[src/rtl/addsub_key_parser.sv]
`default_nettype none
// ============================================================================
// Module   : addsub_key_parser
// Brief    : ASCII keystroke parser that assembles X, Y and add/sub select
//            for the 5-bit add/subtract unit, with valid/ready output.
// Revision : 1.0 - initial release
// ============================================================================
module addsub_key_parser #(
  parameter int          MAX_VAL = 15,
  parameter logic [7:0]  ENTER_A = 8'h0A,
  parameter logic [7:0]  ENTER_B = 8'h0D
) (
  input  logic       clk,
  input  logic       rst_n,
  input  logic       char_valid,
  input  logic [7:0] char_data,
  output logic       char_ready,
  input  logic       out_ready,
  output logic       op_valid,
  output logic [4:0] x,
  output logic [4:0] y,
  output logic       c0,
  output logic [1:0] prompt,
  output logic       err,
  output logic [1:0] err_code
);

  localparam logic [3:0] c_xt   = 4'd0;
  localparam logic [3:0] c_xo   = 4'd1;
  localparam logic [3:0] c_xe   = 4'd2;
  localparam logic [3:0] c_yt   = 4'd3;
  localparam logic [3:0] c_yo   = 4'd4;
  localparam logic [3:0] c_ye   = 4'd5;
  localparam logic [3:0] c_op   = 4'd6;
  localparam logic [3:0] c_oe   = 4'd7;
  localparam logic [3:0] c_hold = 4'd8;

  localparam logic [6:0] c_max_val = 7'(MAX_VAL);
  localparam logic [7:0] c_plus    = 8'h2B;
  localparam logic [7:0] c_minus   = 8'h2D;

  logic [3:0] r_state;
  logic [3:0] r_tens;
  logic [4:0] r_sx;
  logic [4:0] r_sy;
  logic       r_sc0;

  logic       w_accept;
  logic       w_is_digit;
  logic [3:0] w_digit;
  logic [6:0] w_val;
  logic       w_is_enter;
  logic       w_fail;
  logic [1:0] w_code;

  assign char_ready = (r_state != c_hold) && rst_n;
  assign w_accept   = char_valid && char_ready;
  assign w_is_digit = (char_data >= 8'h30) && (char_data <= 8'h39);
  // ASCII '0'..'9' carry the digit value in the low nibble
  assign w_digit    = char_data[3:0];
  assign w_val      = ({3'b000, r_tens} * 7'd10) + {3'b000, w_digit};
  assign w_is_enter = (char_data == ENTER_A) || (char_data == ENTER_B);

  always_comb begin
    w_fail = 1'b0;
    w_code = 2'd0;
    case (r_state)
      c_xt, c_yt: begin
        if (!w_is_digit) begin
          w_fail = 1'b1;
          w_code = 2'd1;
        end
      end
      c_xo, c_yo: begin
        if (!w_is_digit) begin
          w_fail = 1'b1;
          w_code = 2'd1;
        end else if (w_val > c_max_val) begin
          w_fail = 1'b1;
          w_code = 2'd2;
        end
      end
      c_xe, c_ye, c_oe: begin
        if (!w_is_enter) begin
          w_fail = 1'b1;
          w_code = 2'd3;
        end
      end
      c_op: begin
        if ((char_data != c_plus) && (char_data != c_minus)) begin
          w_fail = 1'b1;
          w_code = 2'd3;
        end
      end
      default: begin
        w_fail = 1'b0;
        w_code = 2'd0;
      end
    endcase
  end

  always_ff @(posedge clk or negedge rst_n) begin
    if (!rst_n) begin
      r_state  <= c_xt;
      r_tens   <= 4'd0;
      r_sx     <= 5'd0;
      r_sy     <= 5'd0;
      r_sc0    <= 1'b0;
      x        <= 5'd0;
      y        <= 5'd0;
      c0       <= 1'b0;
      op_valid <= 1'b0;
      err      <= 1'b0;
      err_code <= 2'd0;
    end else begin
      err <= 1'b0;
      if (w_accept) begin
        if (w_fail) begin
          // abandon the whole entry; published operands stay untouched
          err      <= 1'b1;
          err_code <= w_code;
          r_state  <= c_xt;
          r_tens   <= 4'd0;
          r_sx     <= 5'd0;
          r_sy     <= 5'd0;
          r_sc0    <= 1'b0;
        end else begin
          case (r_state)
            c_xt: begin r_tens <= w_digit;    r_state <= c_xo; end
            c_xo: begin r_sx   <= w_val[4:0]; r_state <= c_xe; end
            c_xe: r_state <= c_yt;
            c_yt: begin r_tens <= w_digit;    r_state <= c_yo; end
            c_yo: begin r_sy   <= w_val[4:0]; r_state <= c_ye; end
            c_ye: r_state <= c_op;
            c_op: begin r_sc0 <= (char_data == c_minus); r_state <= c_oe; end
            c_oe: begin
              x        <= r_sx;
              y        <= r_sy;
              c0       <= r_sc0;
              op_valid <= 1'b1;
              r_state  <= c_hold;
            end
            default: r_state <= c_xt;
          endcase
        end
      end else if ((r_state == c_hold) && out_ready) begin
        op_valid <= 1'b0;
        r_state  <= c_xt;
      end
    end
  end

  always_comb begin
    prompt = 2'd0;
    case (r_state)
      c_xt, c_xo, c_xe: prompt = 2'd0;
      c_yt, c_yo, c_ye: prompt = 2'd1;
      c_op, c_oe:       prompt = 2'd2;
      c_hold:           prompt = 2'd3;
      default:          prompt = 2'd0;
    endcase
  end

endmodule
`default_nettype wire

[config.mk]
export PLATFORM = sky130hd
export DESIGN_NAME = addsub_key_parser
export DESIGN_NICKNAME = d
export VERILOG_FILES = /design/src/rtl/addsub_key_parser.sv
export SDC_FILE = /design/constraint.sdc
export NUM_CORES = 1
export LEC_CHECK = 0
export BUFFER_PORTS_ARGS = -buffer_cell sky130_fd_sc_hd__buf_2
export CAP_MARGIN = 15
export CORE_MARGIN = 2
export CORE_UTILIZATION = 40
export CTS_BUF_LIST = sky130_fd_sc_hd__clkbuf_16
export DETAILED_ROUTE_END_ITERATION = 6
export MAX_ROUTING_LAYER = met4
export REMOVE_ABC_BUFFERS = 1
export SYNTH_ARGS = -nofsm -noshare
export SYNTH_HDL_FRONTEND = slang
export SYNTH_SLANG_ARGS = --single-unit
[constraint.sdc]
create_clock -name clk -period 2.65 [get_ports clk]
set_input_delay 0.3975 -clock clk [delete_from_list [all_inputs] [get_ports clk]]
set_output_delay 0.3975 -clock clk [all_outputs]
set_load 0.1 [all_outputs]
Word-level counts from Yosys, hierarchy flattened
Memories as Yosys holds them, arrays and structs flattened. Cells that the tools add are included.

Multiplexer cells: 30. Equality and inequality tests: 16. Reductions and logical operators: 22. Add/subtract/negate cells: 1. Bitwise gates (word level): 1. Multiply operators: 1. Order comparisons: 3.

Operators with widths (number): one-hot mux 4 bit (8 select lines) (1); two-way mux 4 bit (5); two-way mux 5 bit (4); equality test 4 x 3 -> 1 bit, second input constant (4); equality test 8 x 4 -> 1 bit, second input constant (2); != test 8 x 6 -> 1 bit, second input constant (2); two-way mux 1 bit (14); AND reduction 2 bit (5); nonzero test 2 bit (5); equality test 4 x 2 -> 1 bit, second input constant (2); equality test 8 x 6 -> 1 bit, second input constant (1); greater-or-equal comparator 8 x 6 -> 1 bit, second input constant (1); less-or-equal comparator 8 x 6 -> 1 bit, second input constant (1); two-way mux 2 bit (4); one-hot mux 2 bit (4 select lines) (1); adder 7 x 4 -> 7 bit (1); greater-than comparator 7 x 4 -> 1 bit, second input constant (1); multiplier 4 x 3 -> 6 bit, second input constant (1); AND reduction 3 bit (2); logical AND 1 bit (5); equality test 4 x 1 -> 1 bit, second input constant (1); equality test 4 bit, second input constant (1); logical NOT 4 bit (1); != test 4 bit, second input constant (1); other kinds (7) (8).

Register bits after elaboration: 34. Bits of input ports: 12. Bits in read-only memories: 32. Output and inout port bits: 18. Memories: 1.

Memories: (name not given) (words 16, bits a word 2, rd ports 1, clocked after Yosys merged registers in 0, write ports 0, line 155) `case (r_state)`.

Depth between registers and ports, before layout
Depth after elaboration: 8. Depth in mapped cells: 9. Depth with buffers taken out: 9.

Least setup slack after synthesis
OpenSTA, ideal clock, no wires.

Path type: register -> output. From: register r_state[0]. To: output port prompt[0]. Buffers on the path: 1. Stages on the path, launching flop included: 4. Arrival time: 3.111 ns. Setup slack: -0.858 ns. Path through: dfrtp_1 clkbuf_1 nand2_1 o32ai_1.

Cells in the longest elaborated chain, start to end: 1.

Ends and longest elaborated chain: from (decl) (line 42) `logic [3:0] r_state;`; from (signal assigned) (line 104) `r_state <= c_xt;`; from (signal assigned) (line 122) `r_state <= c_xt;`; from (signal assigned) (line 129) `c_xt: begin r_tens <= w_digit; r_state <= c_xo; end`; memory (16 x 2 bit); to (decl) (line 23) `output logic [1:0] prompt,`.

No other way between the ends.

Worst setup path in the final report
From: register r_tens[3]. To: register r_tens[2].

Cells in the longest elaborated chain, start to end: 8. Elaborated cells on any way between the ends: 9.

Ends and longest elaborated chain: from (decl) (line 43) `logic [3:0] r_tens;`; from (signal assigned) (line 129); from (signal assigned) (line 132) `c_yt: begin r_tens <= w_digit; r_state <= c_yo; end`; multiplier 4 x 3 -> 6 bit * (line 61) `assign w_val = ({3'b000, r_tens} * 7'd10) + {3'b000, w_digit};`; adder 7 x 4 -> 7 bit * (line 61); greater-than comparator 7 x 4 -> 1 bit * (line 78) `end else if (w_val > c_max_val) begin`; two-way mux 1 bit * (line 78); two-way mux 1 bit * (line 75) `if (!w_is_digit) begin`; one-hot mux 1 bit (4 select lines) * (line 67) `case (r_state)`; nonzero test 2 bit (no line); AND reduction 2 bit (no line).

Every way passes the cells marked *; elsewhere a longest branch is shown, timed or not. A chain may end at the register's enable or synchronous reset.

==> summary.txt <==
Commonest cells in the netlist: dfrtp_1, nand2_1, mux2_2
Slew of the pin with the lowest slew margin: 582 ps
Maxcap violations: 0
Routed vias: 1,433
Worst EP required: 2820 ps
Yosys cell types: 49
Cells after Synth: 155
CTS tree: built
Met1 Use GR: 23.0%
Nets: 223
Design Power: 1.19 mW
GR peak layer: met2
Clock root buffer: clkbuf_16
Part of the cycle the worst path needs: 99.7%
Worst Setup Start Kind: flip-flop
Syn_area_per_cell: 11.6 um2
Die Area: 0.00503 mm2
Critical Path AT: 2810 ps
Ys async rst share: 100%
Total CTS buffers: 5
Most frequent cell after synthesis: dfrtp_1
Final clock skew: 3.40 ps
Leakage: 1.19 nW
Cts hold-fix bufs: 0
WL/cell: 16.5 um
Crit end category: flip-flop
CTS H-tree lvls: 2
Die height: 71.0 um
Clk_lat worst skew: 280 ps
Final min period: 2640 ps
Ys Warns: 0
RSZ-0062 raised after global routing: yes
Sequential area share after synthesis: 47.5%
Max-slew violation count: 0
Initial antenna violation count: 0
Fraction of layout cells with a size suffix above 1: 41.9%
Total congestion overflow: 0
Residual DRC: 0
Synth Flop Type: dfrtp_1
Max frequency: 0.378 GHz
Hpwl dp: 3030 um
Ports: 30
Setup CP Type: flip-flop to flip-flop
M2 GR Usage: 27.6%
Antenna Cells: 0
Synthesized flop and latch total: 34
Core ar.: 0.00432 mm2
Initial DRC count: 72
Reg clk slew, reported paths: 50 ps
Initial Utilization: 41.5%
Final ANT Viol Nets: 0
Reg2reg end: r_tens[2]$_DFFE_PN0P_
CTS Buffer Depth: 2
Setup violators final: 0
Cell Area, Synth: 0.00179 mm2
Max-slew headroom: 60.9%
CTS Sinks: 34
Area grow syn2layout: 29.7%
Worst flop-to-flop path startpoint: r_tens[3]$_DFFE_PN0P_
Port Buffers: 29
WL final: 4220 um
Worst-path fanout max: 4
Reg2reg setup slack: 8 ps
Status: finished, final reports clean
Biggest area consumer among synthesized cells: dfrtp_1
Gp weighted congestion: 0.913
Synth top area share: 47.5%
HP Class: input pin to async pin
Synth area leaders: dfrtp_1, mux2_2, ha_1
Via-per-instance ratio: 5.62
Maximum ir drop on the vdd rail: 0.238 mV
Hold slack final: 1.19 ps
Number of core rows: 24
M3 GR Usage: 4.56%
Final Hold Viols: 0
DR pass1 iterations: 4
Vias in the first global route: 1,403
Die Wd: 71.0 um
Worst Reg-to-Reg Cells: 11
Largest net degree at the start of global routing: 26
EDFF count, synth: 0
First-pass GRT wire length: 6880 um
GRT Util Overall: 18.2%
Power Density: 510 mW/mm2
## worst max-delay path, stage by stage (launching register included)
cell and delay (ps):
dfrtp_1 380, ha_1 300, ha_2 180, fa_2 350, xor2_2 170, and3_1 180, o211a_1 240, buf_6 130
o21ai_4 160, buf_6 160, nor3_4 60, a22o_1 220
## report_power, final
group	leakage (nW)	internal, mW	total (mW)	switching [mW]
clock network	0.0672	0.342	0.560	0.218
registers	0.469	0.522	0.526	0.00369
logic	0.654	0.0337	0.0986	0.0649
## per-layer routing
metal	routed length [um]	vias up
met3	215	8
met1	1860	707
met5	0	-
met2	2060	43
li1	-	675
met4	76	0
## sequential cells by signal (all words and copies together), names as in the netlist
name,count
op_valid,1
r_sx,5
r_tens,4
err,1
c0,1
err_code,2
x,5
r_sc0,1
y,5
r_sy,5
r_state,4
## repair_timing
item,CTS,global route
endpoints found under the setup margin,15,17
gates resized for setup,5,10
pin swaps,5,6
buffers inserted,2,1
## worst max-delay path by stage
stage	start	endpoint	slack, ps	cells after the start
after detailed placement	r_tens[1]$_DFFE_PN0P_	r_sx[3]$_DFFE_PN0P_	-120	9
after floorplan	r_state[0]$_DFFE_PN0P_	prompt[0]	-710	2
after global placement	r_tens[1]$_DFFE_PN0P_	r_sx[3]$_DFFE_PN0P_	-40	9
after CTS	r_tens[3]$_DFFE_PN0P_	r_state[1]$_DFFE_PN0P_	10	11
after global routing	r_tens[3]$_DFFE_PN0P_	r_state[1]$_DFFE_PN0P_	-70	11
final	r_tens[3]$_DFFE_PN0P_	r_tens[2]$_DFFE_PN0P_	8	11
## through the flow
stage	cell area, um2	setup WS [ps]	utilization [%]	TNS (ps)	std cells
finish	2320	7.63	53.8	0	255
global route	2320	-67.7	53.8	-479	255
CTS	2260	10.6	52.3	0	254
detailed placement	2080	-118	48.2	-727	244
global placement	2080	-41.4	48.2	-165	244
floorplan	1770	-712	-	-903	149
## placed cells by master, fill, tap and decap left out, drive strengths merged, types with 3 or more instances in the layout
| master | instances |
|---|---|
| ha | 7 |
| a32o | 5 |
| nor2 | 9 |
| xnor2 | 3 |
| or2 | 3 |
| a21o | 4 |
| dfrtp | 34 |
| nor3 | 3 |
| mux2 | 12 |
| nand3 | 4 |
| clkbuf | 5 |
| o21ai | 5 |
| nand2 | 14 |
| buf | 46 |
| a22o | 8 |
| a21oi | 6 |
## area by class of cell
cell class | count | area, um2
Clock inverter | 3 | 16.3
Fill cell | 394 | 2000
Sequential cell | 34 | 851
Timing Repair Buffer | 46 | 284
Tap cell | 52 | 65.1
Inverter | 1 | 3.75
Clock buffer | 5 | 125
Multi-Input combinational cell | 114 | 980
## logic make-up (layout without fill, tap and decap cells)
logic type	after synthesis	count (layout)	synth area share, %
buffers and inverters	7	55	1.53
flip-flops	34	34	47.5
AO/OA/AOI/OAI	42	42	19.1
multiplexers	12	12	7.54
XOR/XNOR	5	5	2.44
AND/OR/NAND/NOR	46	46	14.8
adder cells (fa/ha/maj)	9	9	7.12
Note: power is estimated with default switching activity, not from simulation.
